### src/rtl/exe_cc_unit.sv
// exe_cc_unit: condition-code register, branch/cmov condition evaluation and
// the execute-to-memory pipeline register of a Y86-64 style pipeline.
//
// Ports
//   clk, rst_n           rising-edge clock, synchronous active-low reset
//   alu_fun, alu_a/b     ALU operation and operands in execute
//   val_e                ALU result for those operands
//   e_valid, set_cc      execute holds a real instruction / an OPq
//   suppress             a later stage holds an exception; blocks CC update
//   ifun                 condition selector
//   is_cmov, e_dst_e     conditional move marker and its destination
//   m_stall, m_bubble    control for the execute-to-memory register
//   cc                   registered flags {ZF,SF,OF}
//   e_cnd                condition result evaluated on the registered flags
//   M_valE/M_dstE/M_cnd/M_valid  memory-stage register contents
module exe_cc_unit (
    input  logic        clk,
    input  logic        rst_n,
    input  logic [1:0]  alu_fun,
    input  logic [63:0] alu_a,
    input  logic [63:0] alu_b,
    input  logic [63:0] val_e,
    input  logic        e_valid,
    input  logic        set_cc,
    input  logic        suppress,
    input  logic [3:0]  ifun,
    input  logic        is_cmov,
    input  logic [3:0]  e_dst_e,
    input  logic        m_stall,
    input  logic        m_bubble,
    output logic [2:0]  cc,
    output logic        e_cnd,
    output logic [63:0] M_valE,
    output logic [3:0]  M_dstE,
    output logic        M_cnd,
    output logic        M_valid
);

    localparam logic [1:0] ALU_ADD = 2'b00;
    localparam logic [1:0] ALU_SUB = 2'b01;
    localparam logic [3:0] RNONE   = 4'hF;

    // Condition evaluation on {ZF,SF,OF}; unused selectors never fire.
    function automatic logic cond_eval(input logic [3:0] sel, input logic [2:0] flags);
        logic zf;
        logic lt;
        zf = flags[2];
        lt = flags[1] ^ flags[0];
        case (sel)
            4'd0:    cond_eval = 1'b1;
            4'd1:    cond_eval = lt | zf;
            4'd2:    cond_eval = lt;
            4'd3:    cond_eval = zf;
            4'd4:    cond_eval = ~zf;
            4'd5:    cond_eval = ~lt;
            4'd6:    cond_eval = ~lt & ~zf;
            default: cond_eval = 1'b0;
        endcase
    endfunction

    logic [2:0]  cc_q;
    logic [2:0]  cc_d;
    logic        of_s;
    logic        cc_we_s;
    logic        cnd_s;
    logic [3:0]  dst_eff_s;
    logic [63:0] m_vale_q;
    logic [63:0] m_vale_d;
    logic [3:0]  m_dste_q;
    logic [3:0]  m_dste_d;
    logic        m_cnd_q;
    logic        m_cnd_d;
    logic        m_valid_q;
    logic        m_valid_d;

    // Signed overflow of the execute result; logical ops never overflow.
    always_comb begin
        of_s = 1'b0;
        case (alu_fun)
            ALU_ADD: of_s = (alu_a[63] == alu_b[63]) && (val_e[63] != alu_a[63]);
            ALU_SUB: of_s = (alu_a[63] != alu_b[63]) && (val_e[63] != alu_a[63]);
            default: of_s = 1'b0;
        endcase
    end

    // Next flags and their write enable; bubbles and excepting pipelines keep the old CC.
    always_comb begin
        cc_d    = {(val_e == 64'd0), val_e[63], of_s};
        cc_we_s = set_cc && e_valid && !suppress;
    end

    // Condition uses the flags already in cc_q, never the ones being written this edge.
    always_comb begin
        cnd_s = cond_eval(ifun, cc_q);
        if (is_cmov && !cnd_s) begin
            dst_eff_s = RNONE;
        end else begin
            dst_eff_s = e_dst_e;
        end
    end

    // Memory register next state: stall holds over bubble, bubble over normal load.
    always_comb begin
        m_vale_d  = m_vale_q;
        m_dste_d  = m_dste_q;
        m_cnd_d   = m_cnd_q;
        m_valid_d = m_valid_q;
        if (m_stall) begin
            m_vale_d  = m_vale_q;
            m_dste_d  = m_dste_q;
            m_cnd_d   = m_cnd_q;
            m_valid_d = m_valid_q;
        end else if (m_bubble) begin
            m_vale_d  = 64'd0;
            m_dste_d  = RNONE;
            m_cnd_d   = 1'b0;
            m_valid_d = 1'b0;
        end else begin
            m_vale_d  = val_e;
            m_dste_d  = dst_eff_s;
            m_cnd_d   = cnd_s;
            m_valid_d = e_valid;
        end
    end

    // Condition-code register; reset leaves ZF set so "equal" holds after reset.
    always_ff @(posedge clk) begin
        if (!rst_n) begin
            cc_q <= 3'b100;
        end else if (cc_we_s) begin
            cc_q <= cc_d;
        end else begin
            cc_q <= cc_q;
        end
    end

    // Execute-to-memory register; reset discards any in-flight instruction.
    always_ff @(posedge clk) begin
        if (!rst_n) begin
            m_vale_q  <= 64'd0;
            m_dste_q  <= RNONE;
            m_cnd_q   <= 1'b0;
            m_valid_q <= 1'b0;
        end else begin
            m_vale_q  <= m_vale_d;
            m_dste_q  <= m_dste_d;
            m_cnd_q   <= m_cnd_d;
            m_valid_q <= m_valid_d;
        end
    end

    assign cc      = cc_q;
    assign e_cnd   = cnd_s;
    assign M_valE  = m_vale_q;
    assign M_dstE  = m_dste_q;
    assign M_cnd   = m_cnd_q;
    assign M_valid = m_valid_q;

endmodule

### config.mk
export PLATFORM = sky130hd
export DESIGN_NAME = exe_cc_unit
export DESIGN_NICKNAME = d
export VERILOG_FILES = /design/src/rtl/exe_cc_unit.sv
export SDC_FILE = /design/constraint.sdc
export NUM_CORES = 1
export LEC_CHECK = 0
export CAP_MARGIN = 20
export CORE_AREA = 2 2 110 112
export CTS_CLUSTER_DIAMETER = 150
export DETAILED_ROUTE_END_ITERATION = 7
export DIE_AREA = 0 0 112 114
export GPL_TIMING_DRIVEN = 0
export PLACE_DENSITY_LB_ADDON = 0.1
export SLEW_MARGIN = 20
export SYNTH_ARGS = -nofsm -noshare
export SYNTH_HDL_FRONTEND = slang
export SYNTH_SLANG_ARGS = --single-unit
### constraint.sdc
create_clock -name clk -period 2.05 [get_ports clk]
set_input_delay 0.205 -clock clk [delete_from_list [all_inputs] [get_ports clk]]
set_output_delay 0.205 -clock clk [all_outputs]
set_load 0.05 [all_outputs]
### Word-level counts from Yosys, hierarchy flattened

Index checks and enable logic that the tools add are counted.

| word-level totals | value |
|---|---|
| logic and storage cells | 37 |
| output and inout bits | 74 |
| register bits after elaboration | 73 |
| input bits | 210 |

| operators by class | value |
|---|---|
| mux-type cells | 7 |
| reduce and logical (&&, ||, !) cells | 10 |
| eq/ne operators | 10 |
| bitwise gates (word level) | 5 |

Operators by type and width:

| cell | number |
|---|---|
| logical NOT 64 bit | 1 |
| 2-to-1 mux 64 bit | 1 |
| == test 4 x 3 -> 1 bit (second input constant) | 3 |
| == test 4 x 2 -> 1 bit (second input constant) | 2 |
| 2-to-1 mux 4 bit | 2 |
| case mux 1 bit (7 select lines) | 1 |
| logical AND 1 bit | 5 |
| == test 4 x 1 -> 1 bit (second input constant) | 1 |
| logical NOT 4 bit | 1 |
| == test 2 x 1 -> 1 bit (second input constant) | 1 |
| logical NOT 1 bit | 2 |
| logical NOT 2 bit | 1 |
| 2-to-1 mux 1 bit | 2 |
| != test 1 bit | 2 |
| NOT 1 bit | 2 |
| case mux 1 bit (2 select lines) | 1 |
| bitwise AND 1 bit | 1 |
| == test 1 bit | 1 |
| OR 1 bit | 1 |
| XOR 1 bit | 1 |

### Depth between registers and ports, before layout

Gate-level depths: netlist of run 1.

| logic depth | value |
|---|---|
| depth in word-level cells | 8 |
| gate-level depth with buffers | 6 |
| depth with buffers taken out | 4 |

### Least setup slack after synthesis of run 1

No wires, ideal clock.

| path | value |
|---|---|
| path type | reg2reg |
| start point | reg cc_q[0] (netlist: cc[0]) |
| end point | reg m_dste_q[0] (netlist: M_dstE[0]) |
| stages on the path, launching flop included | 5 |
| arrival time | 2151 ps |
| required time | 1886 ps |
| library setup time | 164 ps |
| setup slack | -265 ps |
| clock period less this slack | 2315 ps |
| path through | dfxtp_1 -> xor2_1 -> a211o_1 -> a2111oi_4 -> a21oi_1 |

| on the way | value |
|---|---|
| longest elaborated chain between the ends | 8 |
| elaborated cells on any way between the ends | 9 |
| those cells by class | 3 x mux; 4 x bitwise; 2 x reduce/logical |

RTL lines:

| element | RTL line | source |
|---|---|---|
| from (decl) | 61 | `logic [2:0] cc_q;` |
| from (signal assigned) | 133 | `cc_q <= cc_q;` |
| XOR 1 bit * | 48 | `lt = flags[1] ^ flags[0];` |
| NOT 1 bit | 55, 56 |  |
| bitwise AND 1 bit | 56 | `4'd6: cond_eval = ~lt & ~zf;` |
| case mux 1 bit (7 select lines) * | 49 | `case (sel)` |
| named net e_cnd | 32 | `output logic e_cnd,` |
| logical NOT 1 bit * | 95 | `if (is_cmov && !cnd_s) begin` |
| logical AND 1 bit * | 95 |  |
| 2-to-1 mux 4 bit * | 95 |  |
| 2-to-1 mux 4 bit * | 113 | `end else if (m_bubble) begin` |
| to (signal assigned) | 146 | `m_dste_q <= m_dste_d;` |
| to (decl) | 69 | `logic [3:0] m_dste_q;` |

The timed path passes the listed nets; every way through them passes the cells marked *.
A chain may end at the register's enable or synchronous reset.

### Worst setup path in the final report of run 1

| path | value |
|---|---|
| start point | reg cc_q[0] (netlist: cc[0]) |
| end point | out e_cnd |

| on the way | value |
|---|---|
| longest elaborated chain between the ends | 4 |
| elaborated cells on any way between the ends | 5 |
| those cells by class | 1 x mux; 4 x bitwise |

RTL lines:

| element | RTL line |
|---|---|
| XOR 1 bit * | 48 |
| NOT 1 bit | 55, 56 |
| bitwise AND 1 bit | 56 |
| case mux 1 bit (7 select lines) * | 49 |
| to (decl) | 32 |

Mark *: on every way between the ends. The rest lies on a longest branch, timed or not.

==> reports/results.tsv, run 1 <==
stage	metric	value	unit
run_status	status	completed	
placed_design	Post-DP HPWL	7660	µm
floorplan	total I/O pin count	284	
yosys	most frequent cells after synthesis	dfxtp_1, nor2b_1, a22oi_1	
global_routing	GR Layer Usage met1	0.218	
timing	fin. max-slew vios	0	
route	DR pass1 iterations	4	
min_path	Hold WC Path Type	reg2reg	
placed_design	GP Congestion	0.757	
route	total routed wirelength	10200	µm
global_routing	first-pass GRT wire length	15600	µm
min_path	Worst Hold Path Cells	2	
yosys	synthesized area	0.00285	mm²
timing	final setup TNS	0	ns
finish	Area growth syn-to-layout	71.3	%
placed_design	Post-Place Cells	590	
floorplan	Initial Utilization	0.244	
yosys	top cells by area, synth	dfxtp_1, a22oi_1, nor2b_1, nor4_1, clkbuf_1	
timing	post-route setup slack	0.0795	ns
setup_path	kind of critical path	reg2out	
setup_path	Crit Path Max Fanout	3	
timing	FMAX	507	MHz
placed_design	Port Buffer Count	155	
finish	Layout Cells excl Fill	606	
yosys	Synth Register Bits	73	
floorplan	Die Ht	114	µm
floorplan	die width	112	µm
floorplan	Core Region	0.0117	mm²
finish	post-layout util	0.417	
yosys	Mean Syn Cell Area	9.91	µm²
yosys	post-synth net total	498	
timing	Final Skew	0.00260	ns
setup_path	WP data required	1.85	ns
global_routing	vias in the first global route	2875	
finish	ant diodes	0	
timing	unrepaired setup endpoints after global routing	true	
min_path	Worst Min Path Start	cc[2]	
timing	Final period util	0.961	
global_routing	GRT Util Overall	0.158	
route	Residual DRC	0	
route	Via-to-Cell Ratio	4.71	
power	Pleak	1.67	nW
setup_path	Worst R2R End	M_dstE[2]	
clock_tree	clk root buf	clkbuf_16	
clock_tree	Hold Buf Count CTS	0	
clock_tree	Clock Latency Late Sink	0.33	ns
route	DR iter-0 viols	101	
finish	share of post-route cells with drive strength above 1	0.0479	
clock_tree	CTS sink count	73	
clock_tree	Longest Clk Path Bufs	2	
min_path	Endpoint, Worst Hold	cc[2]	
yosys	top-area cell type share of the netlist area	0.512	
timing	relative slew slack	0.604	
setup_path	R2R Setup Slk	0.44	ns
global_routing	layer with the highest usage	met2	
placed_design	placed instance area	0.00460	mm²
setup_path	Buf/Inv on CP	1	
yosys	FFs w/ async S/R, synth	0	
route	post-route ant nets	0	
yosys	top_reg_cell synth	dfxtp_1	
floorplan	Rows	40	
yosys	Synth area leader	dfxtp_1	
global_routing	largest net degree at the start of global routing	12	
setup_path	critical path, cell by cell	xor2_1, o31a_2, a2111oi_4, buf_6	
setup_path	CP arrival	1.77	ns
yosys	Netlist cell types	26	
timing	post-layout min period	1.97	ns
power	Power Density	760	mW/mm²
yosys	Post-synth EDFFs	0	
yosys	Synth warnings	0	
power	peak supply drop	317	µV
global_routing	GRT Residual Overflow	0	
route	wire length per cell	16.8	µm
global_routing	initial antenna violation count	0	
setup_path	R2R cell count	5	
finish	# nets final	665	
setup_path	CP endpoint kind	output port	
yosys	count leader, synth	dfxtp_1	
timing	Worst-Margin Slew	0.595	ns
timing	# setup viols final	0	
setup_path	Crit path max-delay family	compound AO/OA/AOI/OAI gates	
finish	final instance area	0.00489	mm²
clock_tree	CTS tree	yes	
timing	Final Hold Fails	0	
yosys	Seq/Total Area, Yosys	0.512	
setup_path	Crit-path slowest cell	a2111oi_4	
global_routing	met2 usage	0.221	
placed_design	Place WS	-0.699	ns
clock_tree	H-tree Lvls	3	
setup_path	Crit path largest cell delay	0.39	ns
clock_tree	Worst-path clk slew	0.05	ns
clock_tree	total CTS buffers	9	
setup_path	crit start category	register	
global_routing	grt met3 use	0.0600	
setup_path	r2r startpoint	cc[0]	
floorplan	DIE AREA	0.0128	mm²
route	via count	2857	
run	max-cap violations	0	
yosys	Post-Syn Instances	288	
power breakdown:
| group | switching, mW | internal, mW | total, mW |
|---|---|---|---|
| Sequential | 0.0292 | 1.47 | 1.50 |
| Clock | 0.572 | 0.929 | 1.50 |
| Combinational | 0.393 | 0.318 | 0.710 |
| Total | 0.993 | 2.72 | 3.71 |
tightest hold or removal path: stages (launching register included):
cell and delay [ns]:
dfxtp_2 0.33, nand2_1 0.05, o211ai_1 0.07
placed cells by master (no fill, tap or decap), types with 3 or more instances in the layout:
cell and n:
a21oi_1 6, a22oi_1 63, clkbuf_1 23, clkbuf_16 9, clkdlybuf4s50_1 154, clkinv_2 3, dfxtp_1 70, inv_1 3
nand2_1 5, nand4_1 3, nor2_1 5, nor2b_1 68, nor4_1 16, o32ai_1 4
through the flow:
stage          power, mW  hold slack [ns]
5_1_grt             3.87            0.521
3_5_place_dp        2.24            0.487
3_3_place_gp        2.24            0.483
6_report            3.71            0.496
2_1_floorplan       1.89            0.370
4_1_cts             3.77            0.498
sequential cells by signal (all words and copies together) (netlist names):
name and flops:
M_cnd 1, M_valE 64, cc 3, M_valid 1
M_dstE 4
timing repair:
action,in CTS,in global routing
endpoints found under the setup margin,1,3
resized for setup,6,2
pin swaps,1,1
buffers inserted,1,0
worst max-delay path by stage:
| stage | start | to | slack, ns | cells past startpoint |
|---|---|---|---|---|
| floorplan | cc[0] | M_dstE[0] | 0.008 | 4 |
| global placement | ifun[0] | e_cnd | -0.71 | 5 |
| detailed placement | ifun[0] | e_cnd | -0.70 | 5 |
| CTS | cc[0] | e_cnd | 0.02 | 4 |
| global route | cc[0] | e_cnd | -0.007 | 4 |
| finish | cc[0] | e_cnd | 0.08 | 4 |
area by class of cell:
cell class | instances | area, µm²
inverter | 3 | 11.3
clock inverter | 4 | 45.0
timing repair buffer | 156 | 1560
multi-input combinational | 190 | 1300
clock buffer | 11 | 233
sequential | 73 | 1470
buffer | 22 | 83.8
fill | 1197 | 6830
tap | 147 | 184
cell families after synthesis:
logic type | Yosys count | synth area share
buffers and inverters | 25 | 0.0333
AO/OA/AOI/OAI | 80 | 0.216
multiplexers | 2 | 0.00702
XOR/XNOR | 2 | 0.00614
AND/OR/NAND/NOR | 106 | 0.225
flip-flops | 73 | 0.512
per-layer routing:
metal	wire, µm	share of wire
met1	4870	0.48
met2	4210	0.41
met3	977	0.096
met4	135	0.013
met5	0	0
Note: power is estimated with default switching activity, not from simulation.
==> run 2: changes to the inputs <==
--- a/config.mk
+++ b/config.mk
@@ -11,7 +11,9 @@
 export DETAILED_ROUTE_END_ITERATION = 7
 export DIE_AREA = 0 0 112 114
 export GPL_TIMING_DRIVEN = 0
+export HOLD_SLACK_MARGIN = 0.03
 export PLACE_DENSITY_LB_ADDON = 0.1
+export SETUP_SLACK_MARGIN = 0.05
 export SLEW_MARGIN = 20
 export SYNTH_ARGS = -nofsm -noshare
 export SYNTH_HDL_FRONTEND = slang
==> reports/results.tsv, run 2 (same netlist as run 1, synthesis figures left out) <==
stage	metric	value	unit	change
min_path	Hold WC Path Type	reg2reg		unchanged
setup_path	CP arrival	1.77	ns	about the same
floorplan	DIE AREA	0.0128	mm²	unchanged
finish	most frequent cells in the layout	clkdlybuf4s50_1, dfxtp_1, nor2b_1		unchanged
setup_path	R2R Setup Slk	0.44	ns	about the same
power	Seq pwr share	0.375		was 0.404
setup_path	crit start category	register		unchanged
clock_tree	Clock Latency Late Sink	0.33	ns	about the same
setup_path	kind of critical path	reg2out		unchanged
finish	share of post-route cells with drive strength above 1	0.0543		was 0.0479
floorplan	Core Region	0.0117	mm²	unchanged
clock_tree	Hold Buf Count CTS	0		unchanged
power	Power Density	809	mW/mm²	was 760 mW/mm²
timing	Worst-Margin Slew	0.551	ns	was 0.595 ns
floorplan	Rows	40		unchanged
finish	Area growth syn-to-layout	73.7	%	was 71.3%
timing	Final Hold Fails	0		unchanged
floorplan	die width	112	µm	unchanged
placed_design	Post-DP HPWL	7740	µm	was 7660 µm
power	Pleak	1.70	nW	was 1.67 nW
global_routing	first-pass GRT wire length	15700	µm	was 15600 µm
placed_design	GP Congestion	0.731		was 0.757
clock_tree	H-tree Lvls	3		unchanged
finish	fillers	1206		was 1197
clock_tree	clk root buf	clkbuf_16		unchanged
floorplan	total I/O pin count	284		unchanged
setup_path	critical path, cell by cell	xor2_1, a211o_1, a2111oi_4, buf_6		was xor2_1, o31a_2, a2111oi_4, buf_6
route	post-route ant nets	0		unchanged
route	wire length per cell	16.8	µm	about the same
placed_design	Post-Place Cells	590		unchanged
clock_tree	CTS tree	yes		unchanged
timing	relative slew slack	0.632		was 0.604
setup_path	Crit path largest cell delay	0.40	ns	was 0.39 ns
power	switching power	1.04	mW	was 0.993 mW
route	total routed wirelength	10200	µm	about the same
finish	commonest non-fill, non-tap cell in the layout	clkdlybuf4s50_1		unchanged
setup_path	WP data required	1.85	ns	about the same
timing	hold_ws	0.503	ns	was 0.496 ns
setup_path	Crit-path slowest cell	a2111oi_4		unchanged
global_routing	GRT Util Overall	0.160		was 0.158
timing	fin. max-slew vios	0		unchanged
placed_design	Port Buffer Count	155		unchanged
power	peak supply drop	336	µV	was 317 µV
global_routing	GRT Residual Overflow	0		unchanged
global_routing	initial antenna violation count	0		unchanged
timing	post-route setup slack	0.0718	ns	was 0.0795 ns
floorplan	Initial Utilization	0.244		unchanged
finish	ant diodes	0		unchanged
finish	# nets final	665		unchanged
route	Via-to-Cell Ratio	4.67		was 4.71
route	DR pass1 iterations	4		unchanged
floorplan	Die Ht	114	µm	unchanged
finish	Layout Cells excl Fill	607		was 606
run	max-cap violations	0		unchanged
timing	post-layout min period	1.98	ns	was 1.97 ns
clock_tree	total CTS buffers	9		unchanged
power	internal power contribution	2.97	mW	was 2.72 mW
timing	Final period util	0.965		was 0.961
setup_path	Crit Path Max Fanout	3		unchanged
route	DR iter-0 viols	100		was 101
power	switching part of the total	0.260		was 0.268
global_routing	largest net degree at the start of global routing	14		was 12
clock_tree	CTS sink count	73		unchanged
timing	FMAX	506	MHz	was 507 MHz
route	via count	2837		was 2857
clock_tree	Worst-path clk slew	0.06	ns	was 0.05 ns
timing	# setup viols final	0		unchanged
power	clock share of power	0.449		was 0.404
timing	Final Skew	0.00262	ns	was 0.00260 ns
run_status	status	completed		unchanged
route	Residual DRC	0		unchanged
timing	unrepaired setup endpoints after global routing	true		unchanged
placed_design	Place WS	-0.708	ns	was -0.699 ns
setup_path	CP endpoint kind	output port		unchanged
power	Comb pwr share	0.176		was 0.191
finish	max reg flops	64		unchanged
global_routing	vias in the first global route	2859		was 2875
clock_tree	Longest Clk Path Bufs	2		unchanged
-- run 2: changes by cell type in the layout (fill, tap and decap cells not counted) --
cell       change
clkinv_2       -3
bufinv_16      +1
inv_4          +1
clkinv_4       +2
clkbuf_16      +1
clkbuf_8       +1
clkbuf_1       -2
-- run 2: layout make-up --
type,instances,area [µm²],area share
Inverter,3,11.3,0.00227
Buffer,22,83.8,0.0169
Timing Repair Buffer,156,1560,0.315
Tap cell,147,184,0.0371
Clock buffer,11,264,0.0533
Multi-Input combinational cell,190,1300,0.262
Clock inverter,5,83.8,0.0169
Sequential cell,73,1470,0.297
-- run 2: layer usage --
metal,GRT usage,wire length [µm],up-vias
met1,0.221,4900,1314
met4,0.0659,174,0
met2,0.229,4320,118
li1,-,-,1394
met3,0.0537,828,11
met5,0,0,-
-- run 2: critical path: cells and delay by family (launching register included) --
family	cells	cell delay, ns
buf+inv	1	0.21
compound gates	2	0.70
flops	1	0.35
xor+xnor	1	0.18
-- run 2: timing repair --
| action | in CTS | in global routing |
|---|---|---|
| pin swaps | 2 | 0 |
| setup endpoints to repair | 1 | 5 |
| buffers inserted | 1 | 0 |
| gates resized for setup | 7 | 1 |
-- run 2: stage by stage --
step	util	instance area, µm²	total power [mW]	setup TNS [ns]
floorplan	-	2860	1.89	0
global placement	0.393	4600	2.24	-5.16
detailed placement	0.393	4600	2.24	-5.32
CTS	0.423	4950	4.07	0
global route	0.423	4960	4.17	-0.0164
finish	0.423	4960	4.01	0
-- run 2: path summary, 6_finish.rpt --
path / startpoint / to / depth (start not counted)
setup / recovery: cc[0] / e_cnd / 4
setup reg to reg: cc[0] / M_dstE[2] / 5
hold / removal: M_cnd / M_cnd / 1
hold reg to reg: M_cnd / M_cnd / 1
-- run 2: power groups by stage --
stage,Clock (mW),Combinational (mW),Sequential (mW)
floorplan,0,0.171,1.72
global placement,0,0.708,1.53
detailed placement,0,0.709,1.53
CTS,1.85,0.714,1.50
global route,1.91,0.752,1.51
finish,1.80,0.708,1.50
